### config.mk
export PLATFORM = sky130hd
export DESIGN_NAME = psum_drain
export DESIGN_NICKNAME = d
export VERILOG_FILES = /design/src/rtl/psum_pkg.sv /design/src/rtl/psum_requant.sv /design/src/rtl/psum_drain.sv
export SDC_FILE = /design/constraint.sdc
export NUM_CORES = 1
export LEC_CHECK = 0
export ABC_AREA = 1
export CAP_MARGIN = 20
export CORE_AREA = 5 5 291 293
export DETAILED_ROUTE_END_ITERATION = 10
export DIE_AREA = 0 0 296 298
export PLACE_DENSITY = 0.72
export SLEW_MARGIN = 10
export SYNTH_ARGS = -nofsm -noshare
export SYNTH_HDL_FRONTEND = slang
export SYNTH_SLANG_ARGS = --single-unit
export TNS_END_PERCENT = 1
### constraint.sdc
create_clock -name clk -period 7 [get_ports clk]
set_input_delay 0.7 -clock clk [delete_from_list [all_inputs] [get_ports clk]]
set_output_delay 0.7 -clock clk [all_outputs]
set_load 0.01 [all_outputs]
### src/rtl/psum_pkg.sv
// ---------------------------------------------------------------------------
// psum_pkg
// Shared definitions for the partial-sum drain / requantization stage.
//   LANE_W  : width of one accumulated partial-sum / bias lane
//   OUT_W   : width of one requantized output lane (int8)
//   SAT_MAX : upper saturation bound of an output lane
//   SAT_MIN : lower saturation bound of an output lane
//   state_t : drain controller states
// ---------------------------------------------------------------------------
package psum_pkg;

  localparam int LANE_W  = 32;
  localparam int OUT_W   = 8;
  localparam int SAT_MAX = 127;
  localparam int SAT_MIN = -128;

  typedef enum logic [1:0] {
    IDLE = 2'd0,
    CALC = 2'd1,
    OUT  = 2'd2
  } state_t;

endpackage

### src/rtl/psum_requant.sv
// ---------------------------------------------------------------------------
// psum_requant
// Combinational requantization of one lane: bias add, round-half-up
// arithmetic right shift, optional ReLU, saturation to int8.
// Optional feature macro: PSUM_DRAIN_RELU_EN (negative results clamp to 0).
// Ports:
//   psum  in  LANE_W  signed accumulated partial sum
//   bias  in  LANE_W  signed bias
//   shift in  5       right-shift amount 0..31
//   q     out OUT_W   signed saturated result
// ---------------------------------------------------------------------------
module psum_requant
  import psum_pkg::*;
(
  input  logic [LANE_W-1:0] psum,
  input  logic [LANE_W-1:0] bias,
  input  logic [4:0]        shift,
  output logic [OUT_W-1:0]  q
);

  // Two guard bits: psum + bias + rounding constant cannot overflow 34 bits.
  localparam int SW = LANE_W + 2;

  logic signed [SW-1:0] rnd;
  logic signed [SW-1:0] sum;
  logic signed [SW-1:0] shifted;
  logic signed [SW-1:0] clipped;

  always_comb begin
    rnd     = '0;
    if (shift != 5'd0) begin
      rnd = SW'(1) << (shift - 5'd1);
    end
    sum     = SW'($signed(psum)) + SW'($signed(bias)) + rnd;
    shifted = sum >>> shift;
`ifdef PSUM_DRAIN_RELU_EN
    clipped = shifted[SW-1] ? '0 : shifted;
`else
    clipped = shifted;
`endif
    if (clipped > SW'(SAT_MAX)) begin
      q = OUT_W'(SAT_MAX);
    end else if (clipped < SW'(SAT_MIN)) begin
      q = OUT_W'(SAT_MIN);
    end else begin
      q = clipped[OUT_W-1:0];
    end
  end

endmodule

### src/rtl/psum_drain.sv
// ---------------------------------------------------------------------------
// psum_drain
// Captures one accumulated vector plus per-lane biases on start, requantizes
// one lane per cycle into an int8 output buffer and presents the packed
// result on a valid/ready port.
// Optional feature macro: PSUM_DRAIN_RELU_EN (see psum_requant).
// Ports:
//   clk, rst_n  clock (rising edge), async active-low reset
//   start       capture request, sampled only in IDLE
//   din, bias   DW-bit packed signed 32-bit lanes
//   shift       5-bit rounding right-shift, captured with din
//   acc_clr     one-cycle pulse after capture
//   busy        high from capture until output transfer
//   out_valid   packed result valid
//   out_ready   downstream accepts (ignored outside OUT)
//   out_data    LANES*OW packed signed int8 lanes
//   done        one-cycle pulse after output transfer
// ---------------------------------------------------------------------------
module psum_drain
  import psum_pkg::*;
#(
  parameter int DW    = 288,
  parameter int LANES = DW / 32,
  parameter int OW    = 8
) (
  input  logic                clk,
  input  logic                rst_n,
  input  logic                start,
  input  logic [DW-1:0]       din,
  input  logic [DW-1:0]       bias,
  input  logic [4:0]          shift,
  output logic                acc_clr,
  output logic                busy,
  output logic                out_valid,
  input  logic                out_ready,
  output logic [LANES*OW-1:0] out_data,
  output logic                done
);

  localparam int CNT_W = (LANES > 1) ? $clog2(LANES) : 1;

  state_t             state;
  state_t             state_next;
  logic [CNT_W-1:0]   lane_cnt;
  logic               last_lane;
  logic [DW-1:0]      din_q;
  logic [DW-1:0]      bias_q;
  logic [4:0]         shift_q;
  logic [LANES*OW-1:0] out_buf;
  logic [LANE_W-1:0]  psum_lane;
  logic [LANE_W-1:0]  bias_lane;
  logic [OUT_W-1:0]   lane_q;

  assign last_lane = (lane_cnt == CNT_W'(LANES - 1));
  assign out_data  = out_buf;

  // State register.
  always_ff @(posedge clk or negedge rst_n) begin
    if (!rst_n) begin
      state <= IDLE;
    end else begin
      state <= state_next;
    end
  end

  // Next-state and state-decoded outputs.
  always_comb begin
    state_next = state;
    busy       = 1'b0;
    out_valid  = 1'b0;
    case (state)
      IDLE: begin
        if (start) begin
          state_next = CALC;
        end
      end
      CALC: begin
        busy = 1'b1;
        if (last_lane) begin
          state_next = OUT;
        end
      end
      OUT: begin
        busy      = 1'b1;
        out_valid = 1'b1;
        if (out_ready) begin
          state_next = IDLE;
        end
      end
      default: begin
        state_next = IDLE;
      end
    endcase
  end

  // Lane mux feeding the single shared requantizer.
  always_comb begin
    psum_lane = din_q[lane_cnt*LANE_W +: LANE_W];
    bias_lane = bias_q[lane_cnt*LANE_W +: LANE_W];
  end

  psum_requant u_requant (
    .psum  (psum_lane),
    .bias  (bias_lane),
    .shift (shift_q),
    .q     (lane_q)
  );

  // Capture registers, lane counter, output buffer and handshake pulses.
  // The output buffer is deliberately not cleared after a transfer.
  always_ff @(posedge clk or negedge rst_n) begin
    if (!rst_n) begin
      din_q    <= '0;
      bias_q   <= '0;
      shift_q  <= '0;
      lane_cnt <= '0;
      out_buf  <= '0;
      acc_clr  <= 1'b0;
      done     <= 1'b0;
    end else begin
      acc_clr <= 1'b0;
      done    <= 1'b0;
      case (state)
        IDLE: begin
          if (start) begin
            din_q    <= din;
            bias_q   <= bias;
            shift_q  <= shift;
            lane_cnt <= '0;
            acc_clr  <= 1'b1;
          end
        end
        CALC: begin
          out_buf[lane_cnt*OW +: OW] <= OW'($signed(lane_q));
          lane_cnt <= last_lane ? '0 : lane_cnt + 1'b1;
        end
        OUT: begin
          if (out_ready) begin
            done <= 1'b1;
          end
        end
        default: begin
        end
      endcase
    end
  end

endmodule

* After elaboration in Yosys (flattened, before gate mapping)
Index checks and enable logic that the tools add are counted.
** Storage, ports and cells
- Bits in registers :: 661
- Output and inout bits :: 76
** Cells by class
- Add/subtract/negate cells :: 5
- $lt $le $gt $ge :: 2
- Equal/unequal tests :: 6
- Shift operators :: 6
- Multiplexer cells :: 17
- Reductions and logical operators :: 7
** Operators by type and width (count)
- indexed part select 288 x 10 -> 32 bit :: 2
- bitwise mux 72 bit :: 1
- variable shift 8 x 34 -> 72 bit, first input constant :: 1
- indexed part select 8 x 34 -> 72 bit :: 1
- adder 34 bit :: 1
- > comparator 34 x 8 -> 1 bit, second input constant :: 1
- < comparator 34 x 8 -> 1 bit, second input constant :: 1
- 2-to-1 mux 34 bit :: 1
- negator 7 -> 34 bit :: 1
- << shifter 1 x 5 -> 34 bit, first input constant :: 1
- >>> shifter 34 x 5 -> 34 bit :: 1
- adder 32 x 32 -> 33 bit :: 1
- 2-to-1 mux 8 bit :: 2
- 2-to-1 mux 4 bit :: 2
- one-hot mux 4 bit (2 select lines) :: 1
- 2-to-1 mux 1 bit :: 6
- 2-to-1 mux 2 bit :: 3
- != test 2 bit, second input constant :: 3
- one-hot mux 2 bit (3 select lines) :: 1
- nonzero test 5 bit :: 1
- subtractor 5 x 1 -> 5 bit, second input constant :: 1
- adder 4 x 1 -> 4 bit, second input constant :: 1
- equality test 4 bit, second input constant :: 1
- AND reduction 2 bit :: 2
- 6 further kinds :: 6

* Depth between registers and ports, before layout
Gate-level depths: netlist (run 1).
- Depth in word-level cells :: 10
- Gate-level depth with buffers :: 56
- Mapped depth without buffers :: 53

* Modules after synthesis
Synthesis (run 1) repeated with hierarchy kept, for this count alone.
** Unflattened totals
- Cells, all modules :: 5434
- Area, all modules :: 37155.6 um^2
** By module, submodules not included
- psum_drain :: instances 1, cells each 4208, area each 30976.0 um^2, sequential area each 16540.9 um^2
- psum_requant :: instances 1, cells each 1226, area each 6179.7 um^2, sequential area each 0.0 um^2

* Least setup slack after synthesis (run 1)
Ideal clock, no wire load.
- Path type :: register -> register
- Start point :: reg lane_cnt[0]
- End point :: reg out_buf[52], in the netlist out_data[52]
- Setup time :: 133 ps
- Arrival time :: 6845 ps
- Required time :: 6867 ps
- Path slack :: 22 ps
- Stages on the path, launching flop included :: 51
- Period minus slack after synthesis :: 6978 ps
- Path through :: dfrtp_1 -> clkbuf_1 -> clkbuf_1 -> clkbuf_1 -> clkbuf_1 -> nor2_1 -> o22ai_1 -> nor2_1 -> o21ai_0 -> ha_1 -> a21oi_1 -> o21ai_0 -> nand3_1 -> nand2_1 -> a21oi_1 -> inv_1 -> a21oi_1 -> inv_1 -> (+15 left out) -> nand2_1 -> nand2_2 -> nand3_2 -> buf_6 -> nand2_4 -> nand3_1 -> nand3_2 -> nand3_2 -> nand2_1 -> nor2_1 -> nand3_1 -> nor2_1 -> nand3_1 -> nand3_4 -> buf_8 -> nand2_4 -> nand2_2 -> a21oi_1
** On the way
- Longest elaborated chain between the ends :: 9
- Elaborated cells on any way between the ends :: 13
** RTL lines
- start: declaration :: RTL line psum_drain.sv:44 : logic [CNT_W-1:0] lane_cnt;
- start signal: assignment :: RTL line psum_drain.sv:135 : lane_cnt <= last_lane ? '0 : lane_cnt + 1'b1;
- indexed part select 288 x 10 -> 32 bit, on equally long branches :: RTL line psum_drain.sv:98, psum_drain.sv:99
- adder 32 x 32 -> 33 bit :: RTL line psum_requant.sv:34 : sum = SW'($signed(psum)) + SW'($signed(bias)) + rnd;
- adder 34 bit :: RTL line psum_requant.sv:34
- >>> shifter 34 x 5 -> 34 bit :: RTL line psum_requant.sv:35 : shifted = sum >>> shift;
- < comparator 34 x 8 -> 1 bit :: RTL line psum_requant.sv:43 : end else if (clipped < SW'(SAT_MIN)) begin
- 2-to-1 mux 8 bit :: RTL line psum_requant.sv:43
- 2-to-1 mux 8 bit :: RTL line psum_requant.sv:41 : if (clipped > SW'(SAT_MAX)) begin
- indexed part select 8 x 34 -> 72 bit :: RTL line psum_drain.sv:134 : out_buf[lane_cnt*OW +: OW] <= OW'($signed(lane_q));
- bitwise mux 72 bit * :: RTL line psum_drain.sv:134
- end signal: indexed assignment :: RTL line psum_drain.sv:134
- end: declaration :: RTL line psum_drain.sv:49 : logic [LANES*OW-1:0] out_buf;
Mark *: on every way between the ends. The rest lies on a longest branch, timed or not.
A chain may end at the register's enable or synchronous reset.

* Worst setup path in the final report (run 1)
- Start point :: reg lane_cnt[0]
- End point :: reg out_buf[56], in the netlist out_data[56]
Same word-level chain as after synthesis.

==> summary.md, run 1 <==
| Metric | Value |
|---|---|
| Outcome | finished with violations |
| Failing checks | negative setup slack |
| Clock sink count | 661 |
| Site Rows | 105 |
| Area grow syn2layout | 40.63% |
| Share of cells above drive strength 1 | 14.64% |
| Commonest cells after routing, fill and taps aside | nand2_1, clkdlybuf4s50_1, dfrtp_1 |
| Yosys top cell area share | 45.35% |
| Synth Instances | 5213 |
| CTS Hold Bufs | 0 |
| RSZ-0062 raised after global routing | true |
| Post-route clock period utilization | 102.0% |
| HP Class | in -> async |
| R2R depth | 42 |
| TritonCTS buffer count | 73 |
| Top FF cell, synth | dfrtp_1 |
| Flop and latch count out of synthesis | 661 |
| Setup CP Type | reg -> reg |
| CP Max Fanout | 40 |
| Worst-path clk slew | 60 ps |
| Slowest cell on crit path | dfrtp_4 |
| Final worst setup slack | -138.6 ps |
| Crit-path leading delay family | simple AND/OR/NAND/NOR gates |
| Worst-Skew Late Latency | 650 ps |
| Fmax | 140.1 MHz |
| Most common cell after layout, fill and taps aside | nand2_1 |
| CP Data Required Time | 7590 ps |
| Post-synth EDFFs | 0 |
| Most common cell type on the critical path | nand3_2 |
| Final clock skew | 38.92 ps |
| Max cap viols | 0 |
| Hold Slack | 87.23 ps |
| Critical path data arrival time | 7730 ps |
| DR vias/cell | 5.387 |
| Asr flop ratio synth | 100.0% |
| Initial antenna violation count | 25 |
| Root Driver | clkbuf_16 |
| CTS tree | done |
| Fin. Hold Viols | 0 |
| Max Slew Vio Count | 0 |
| First-pass GRT wire length | 223800 um |
| 1st-pass router iterations | 7 |
| CP startpoint kind | register |
| Cell area after synthesis | 36480 um2 |
| Syn_area_per_cell | 6.997 um2 |
| Max stage delay on crit path | 560 ps |
| Dpl hpwl | 109500 um |
| Crit end category | register |
| Deepest clock path buffer count | 3 |
| Gp weighted congestion | 0.9698 |
| Congestion Overflow GR | 0 |
| Via count | 38880 |
| DR WL/cell | 20.66 um |
| I/O pin count | 661 |
| Routed Antenna Nets | 0 |
| Worst slew pin tran | 1055 ps |
| H-tree levels | 3 |
| RR Startpoint | lane_cnt[0] |
| Biggest area consumer among synthesized cells | dfrtp_1 |
| Die Height | 298 um |
| Synth area leaders | dfrtp_1, nand2_1, o21ai_0, nand3_1, nor2_1 |
| Reg2reg end | out_data[56] |
| Final Util | 62.88% |
| All-Layer GR Usage | 32.57% |
| Chip Width | 296 um |
| Yosys cell types | 48 |
| Buffers plus inverters on the worst setup path | 9 |
| DRC | 0 |
| Starting density of the core | 44.71% |
| Final critical-path required period | 7139 ps |
| Flop2flop setup slack | -140 ps |
| Fillers | 7304 |
| I/O Buffers | 660 |
| Rel. slew slack | 29.66% |
| Syn Nets | 5872 |
| Nets | 6728 |
| Die area | 88210 um2 |
| Final setup vio count | 61 |
| Detailed Route WL | 149100 um |
| Core area | 81580 um2 |
| Post-synthesis sequential area ratio | 45.35% |
| Synth Warn # | 0 |
| Largest net degree at the start of global routing | 229 |
| Vias in the first global route | 38130 |
| 1st-iter DRT viols | 4058 |
synthesized netlist by cell type (6+ instances only):
master / count
inv_1: 187
o21ai_0: 405
o221ai_1: 7
buf_1: 29
xnor2_1: 18
or2_2: 6
o21ai_1: 7
ha_1: 72
o22ai_1: 126
nor3_1: 16
clkbuf_1: 257
nor2_1: 468
nand3b_1: 6
o211ai_1: 6
nand3_1: 356
a21oi_1: 102
nand2_1: 2314
nand3_2: 12
clkinv_1: 6
nand2_2: 23
buf_2: 12
nand4_1: 37
buf_4: 6
dfrtp_1: 661
xor2_1: 23
flip-flops by register name (all words and copies together) (netlist names):
register,flops
out_data,72
lane_cnt,4
done,1
din_q,288
acc_clr,1
shift_q,5
bias_q,288
state,2
per-stage QoR:
stage          cell area, um2  setup slack, ps  std cells  setup TNS [ps]
3_5_place_dp            46270           -779.3       7011          -43080
4_1_cts                 50110          -0.7336       7167         -0.7336
3_3_place_gp            46270           -655.6       7011          -37610
5_1_grt                 51280           -447.6       7210          -23100
6_report                51300           -138.6       7216           -4151
2_1_floorplan           36480            22.20       5213               0
layout make-up:
class                   count  area [um2]  area share (%)
flip-flops and latches    661       16550           32.27
clock buffers             103        2090           4.073
inverters                 196       768.2           1.498
repair buffers           1085       10480           20.42
diodes                     21       52.55          0.1024
multi-input cells        4051       19620           38.24
well taps                1070        1339           2.610
repair inverters            1       11.26         0.02195
clock inverters            28       392.9          0.7659
kinds of logic (layout without fill, tap and decap cells):
family	after synthesis	after routing	synth area share (%)
flops	661	661	45.35
xor+xnor	41	41	0.9844
compound gates	677	677	10.01
mux	1	1	0.02744
simple gates	3256	3257	35.73
other cells	1	22	0.01028
buf+inv	502	1413	5.320
fa+ha+maj	74	74	2.579
what timing repair did:
action	in CTS	in global routing
setup endpoints to repair	63	63
setup buffers	17	24
pin swaps	80	147
resized for setup	267	220
gates cloned	9	2
worst reg2reg max path: cells and delay by family (launching register included):
family / cells / cell delay [ps]
AO/OA/AOI/OAI: 9 / 1850
XOR/XNOR: 1 / 140
adder cells (fa/ha/maj): 2 / 610
buffers and inverters: 9 / 1520
flip-flops: 1 / 560
AND/OR/NAND/NOR: 21 / 2390
worst max-delay path by stage:
| stage | from | endpoint | slack (ps) | cells after the start |
|---|---|---|---|---|
| floorplan | lane_cnt[0] | out_data[52] | 20 | 50 |
| global placement | lane_cnt[0] | out_data[16] | -660 | 50 |
| detailed placement | lane_cnt[0] | out_data[16] | -780 | 50 |
| global route | lane_cnt[0] | out_data[56] | -450 | 54 |
| finish | lane_cnt[0] | out_data[56] | -140 | 42 |
| CTS | lane_cnt[0] | out_data[21] | -0.7 | 46 |
layer usage:
metal  track usage (%)  wire, um  part of all wire, %
met1             42.18     59620                   40
met2             54.19     72000                   48
met3             4.469      9275                  6.2
met4             15.34      8132                  5.5
met5                 0        49                0.033
Power of run 1 is left out: the tool's default activity adds up to more than one toggle a clock period on the data nets, which glitch-free logic cannot reach.
==> inputs of run 2 (changes only) <==
--- a/config.mk
+++ b/config.mk
@@ -10,6 +10,7 @@
 export CORE_AREA = 5 5 291 293
 export DETAILED_ROUTE_END_ITERATION = 10
 export DIE_AREA = 0 0 296 298
+export GPL_TIMING_DRIVEN = 0
 export PLACE_DENSITY = 0.72
 export SLEW_MARGIN = 10
 export SYNTH_ARGS = -nofsm -noshare
==> summary.md, run 2 (synthesized netlist as in run 1, its figures left out) <==
| Metric | Value |
|---|---|
| Worst Setup SP | lane_cnt[0] |
| CTS tree | done |
| M1 GR Usage | 52.64% (+10 points) |
| I/O pin count | 661 (unchanged) |
| Max stage delay on crit path | 500 ps (-60 ps) |
| Gp weighted congestion | 1.051 (+8.3%) |
| Rel. slew slack | 22.86% (-6.8 points) |
| Final worst setup slack | -325.5 ps (-186.9 ps) |
| Vias in the first global route | 40070 (+5.1%) |
| Initial antenna violation count | 24 (-4.0%) |
| Crit end category | register |
| Critical path data arrival time | 7860 ps (+130 ps) |
| Placed cell count | 6952 (-0.84%) |
| CP Data Required Time | 7530 ps (-60 ps) |
| Final non-filler cell total | 7192 (-0.33%) |
| Post-route clock period utilization | 104.6% (+2.7 points) |
| Largest net degree at the start of global routing | 109 (-52%) |
| Fin area | 50590 um2 (-1.4%) |
| CP Max Fanout | 10 (-75%) |
| Outcome | finished with violations |
| Routed Antenna Nets | 0 (unchanged) |
| Area grow syn2layout | 38.69% |
| Starting density of the core | 44.71% (unchanged) |
| RSZ-0062 raised after global routing | true |
| Area after DPL | 44660 um2 (-3.5%) |
| DRC | 0 (unchanged) |
| Worst-Skew Late Latency | 650 ps (about the same) |
| Worst slew pin tran | 1157 ps (+102.0 ps) |
| Crit-path leading delay family | compound AO/OA/AOI/OAI gates |
| Commonest cells after routing, fill and taps aside | nand2_1, dfrtp_1, clkdlybuf4s50_1 |
| Final clock skew | 37.83 ps (-1.092 ps) |
| Via count | 41260 (+6.1%) |
| Gr busiest metal | met2 |
| Detailed Route WL | 184300 um (+24%) |
| Met3 Use GR | 8.119% (+3.6 points) |
| Pre-CTS worst setup slack | -3551 ps (-2772 ps) |
| Most common cell after layout, fill and taps aside | nand2_1 |
| Fmax | 136.5 MHz (-2.6%) |
| Fillers | 7499 (+2.7%) |
| Slowest cell on crit path | o21ai_0 |
| Met2 Usage GRT | 61.56% (+7.4 points) |
| HP Class | reg -> reg |
| TritonCTS buffer count | 74 (+1.4%) |
| Max cap viols | 0 (unchanged) |
| Buffers plus inverters on the worst setup path | 9 (unchanged) |
| DR WL/cell | 25.63 um (+24%) |
| CP startpoint kind | register |
| Failing checks | negative setup slack |
| 1st-iter DRT viols | 4585 (+13%) |
| RR Startpoint | lane_cnt[0] |
| Die Height | 298 um (unchanged) |
| Hold path start | din_q[208] |
| Chip Width | 296 um (unchanged) |
| DR vias/cell | 5.737 (+6.5%) |
| Share of cells above drive strength 1 | 11.70% (-2.9 points) |
| Die area | 88210 um2 (unchanged) |
| Nets | 6703 (-0.37%) |
| 1st-pass router iterations | 6 (-1) |
| I/O Buffers | 660 (unchanged) |
| Dpl hpwl | 142400 um (+30%) |
| Fin. Hold Viols | 0 (unchanged) |
| Deepest clock path buffer count | 3 (unchanged) |
| Site Rows | 105 (unchanged) |
| All-Layer GR Usage | 40.21% (+7.6 points) |
| First-pass GRT wire length | 263400 um (+18%) |
| Final critical-path required period | 7325 ps (+186.9 ps) |
| Worst-path clk slew | 60 ps (about the same) |
| Clock sink count | 661 (unchanged) |
| Setup CP Type | reg -> reg |
| Root Driver | clkbuf_16 |
| Most common cell type on the critical path | nand2_1 |
| Congestion Overflow GR | 0 (unchanged) |
| Final setup vio count | 63 (+3.3%) |
| Max Slew Vio Count | 0 (unchanged) |
| H-tree levels | 3 (unchanged) |
| Core area | 81580 um2 (unchanged) |
-- run 2: cell types whose count changed in the layout (fill, tap and decap cells not counted), moves of 12 or more --
cell / previous run / this run
o21ai_2: 12 / 26
clkbuf_1: 15 / 195
o22ai_1: 120 / 95
buf_2: 1 / 13
o22ai_2: 6 / 30
buf_6: 19 / 7
o21ai_0: 352 / 332
buf_1: 0 / 26
buf_4: 363 / 89
nand3_2: 80 / 67
buf_12: 23 / 8
clkbuf_2: 0 / 37
-- run 2: through the flow --
stage	utilization, %	hold slack [ps]	setup TNS (ps)
3_5_place_dp	54.74	459.8	-233700
2_1_floorplan	-	404.4	0
5_1_grt	62.00	489.6	-26050
4_1_cts	60.02	475.6	-18790
6_report	62.01	475.4	-13580
3_3_place_gp	54.45	457.3	-
-- run 2: routing by layer --
layer | part of all wire [%] | up-vias
met5 | 0.031 | -
met4 | 7.4 | 8
li1 | - | 18430
met1 | 38 | 19900
met3 | 9.2 | 511
met2 | 45 | 2413
-- run 2: area by class of cell --
class	count	area, um2	share of cell area [%]
buffer	299	1558	3.079
tap	1070	1339	2.646
clock inverter	32	474.2	0.9374
inverter	196	748.2	1.479
antenna	22	55.05	0.1088
multi-input combinational	4050	20110	39.75
clock buffer	100	2100	4.150
timing repair buffer	762	7660	15.14
sequential	661	16540	32.70
-- run 2: worst min-delay path: stages, from the launching register on --
cell and delay, ps:
dfrtp_1 340, nand2_1 50, nand2_1 50
-- run 2: what timing repair did --
action,in CTS,in global routing
hold buffers,1,0
setup endpoints to repair,72,63
gates resized for setup,311,405
pin swaps,78,150
setup buffers,57,29
endpoints found under the hold margin,40,0
gates cloned,3,0
-- run 2: worst paths after layout --
path	slack, ps	endpoint	cells after the start
setup / recovery	-330	out_data[1]	44
hold / removal	480	din_q[208]	2
setup reg to reg	-330	out_data[1]	44
hold reg to reg	480	din_q[208]	2
max in group asynchronous	4370	lane_cnt[1]	6
min in group asynchronous	510	bias_q[49]	2
Power of run 2 is left out for the same reason.
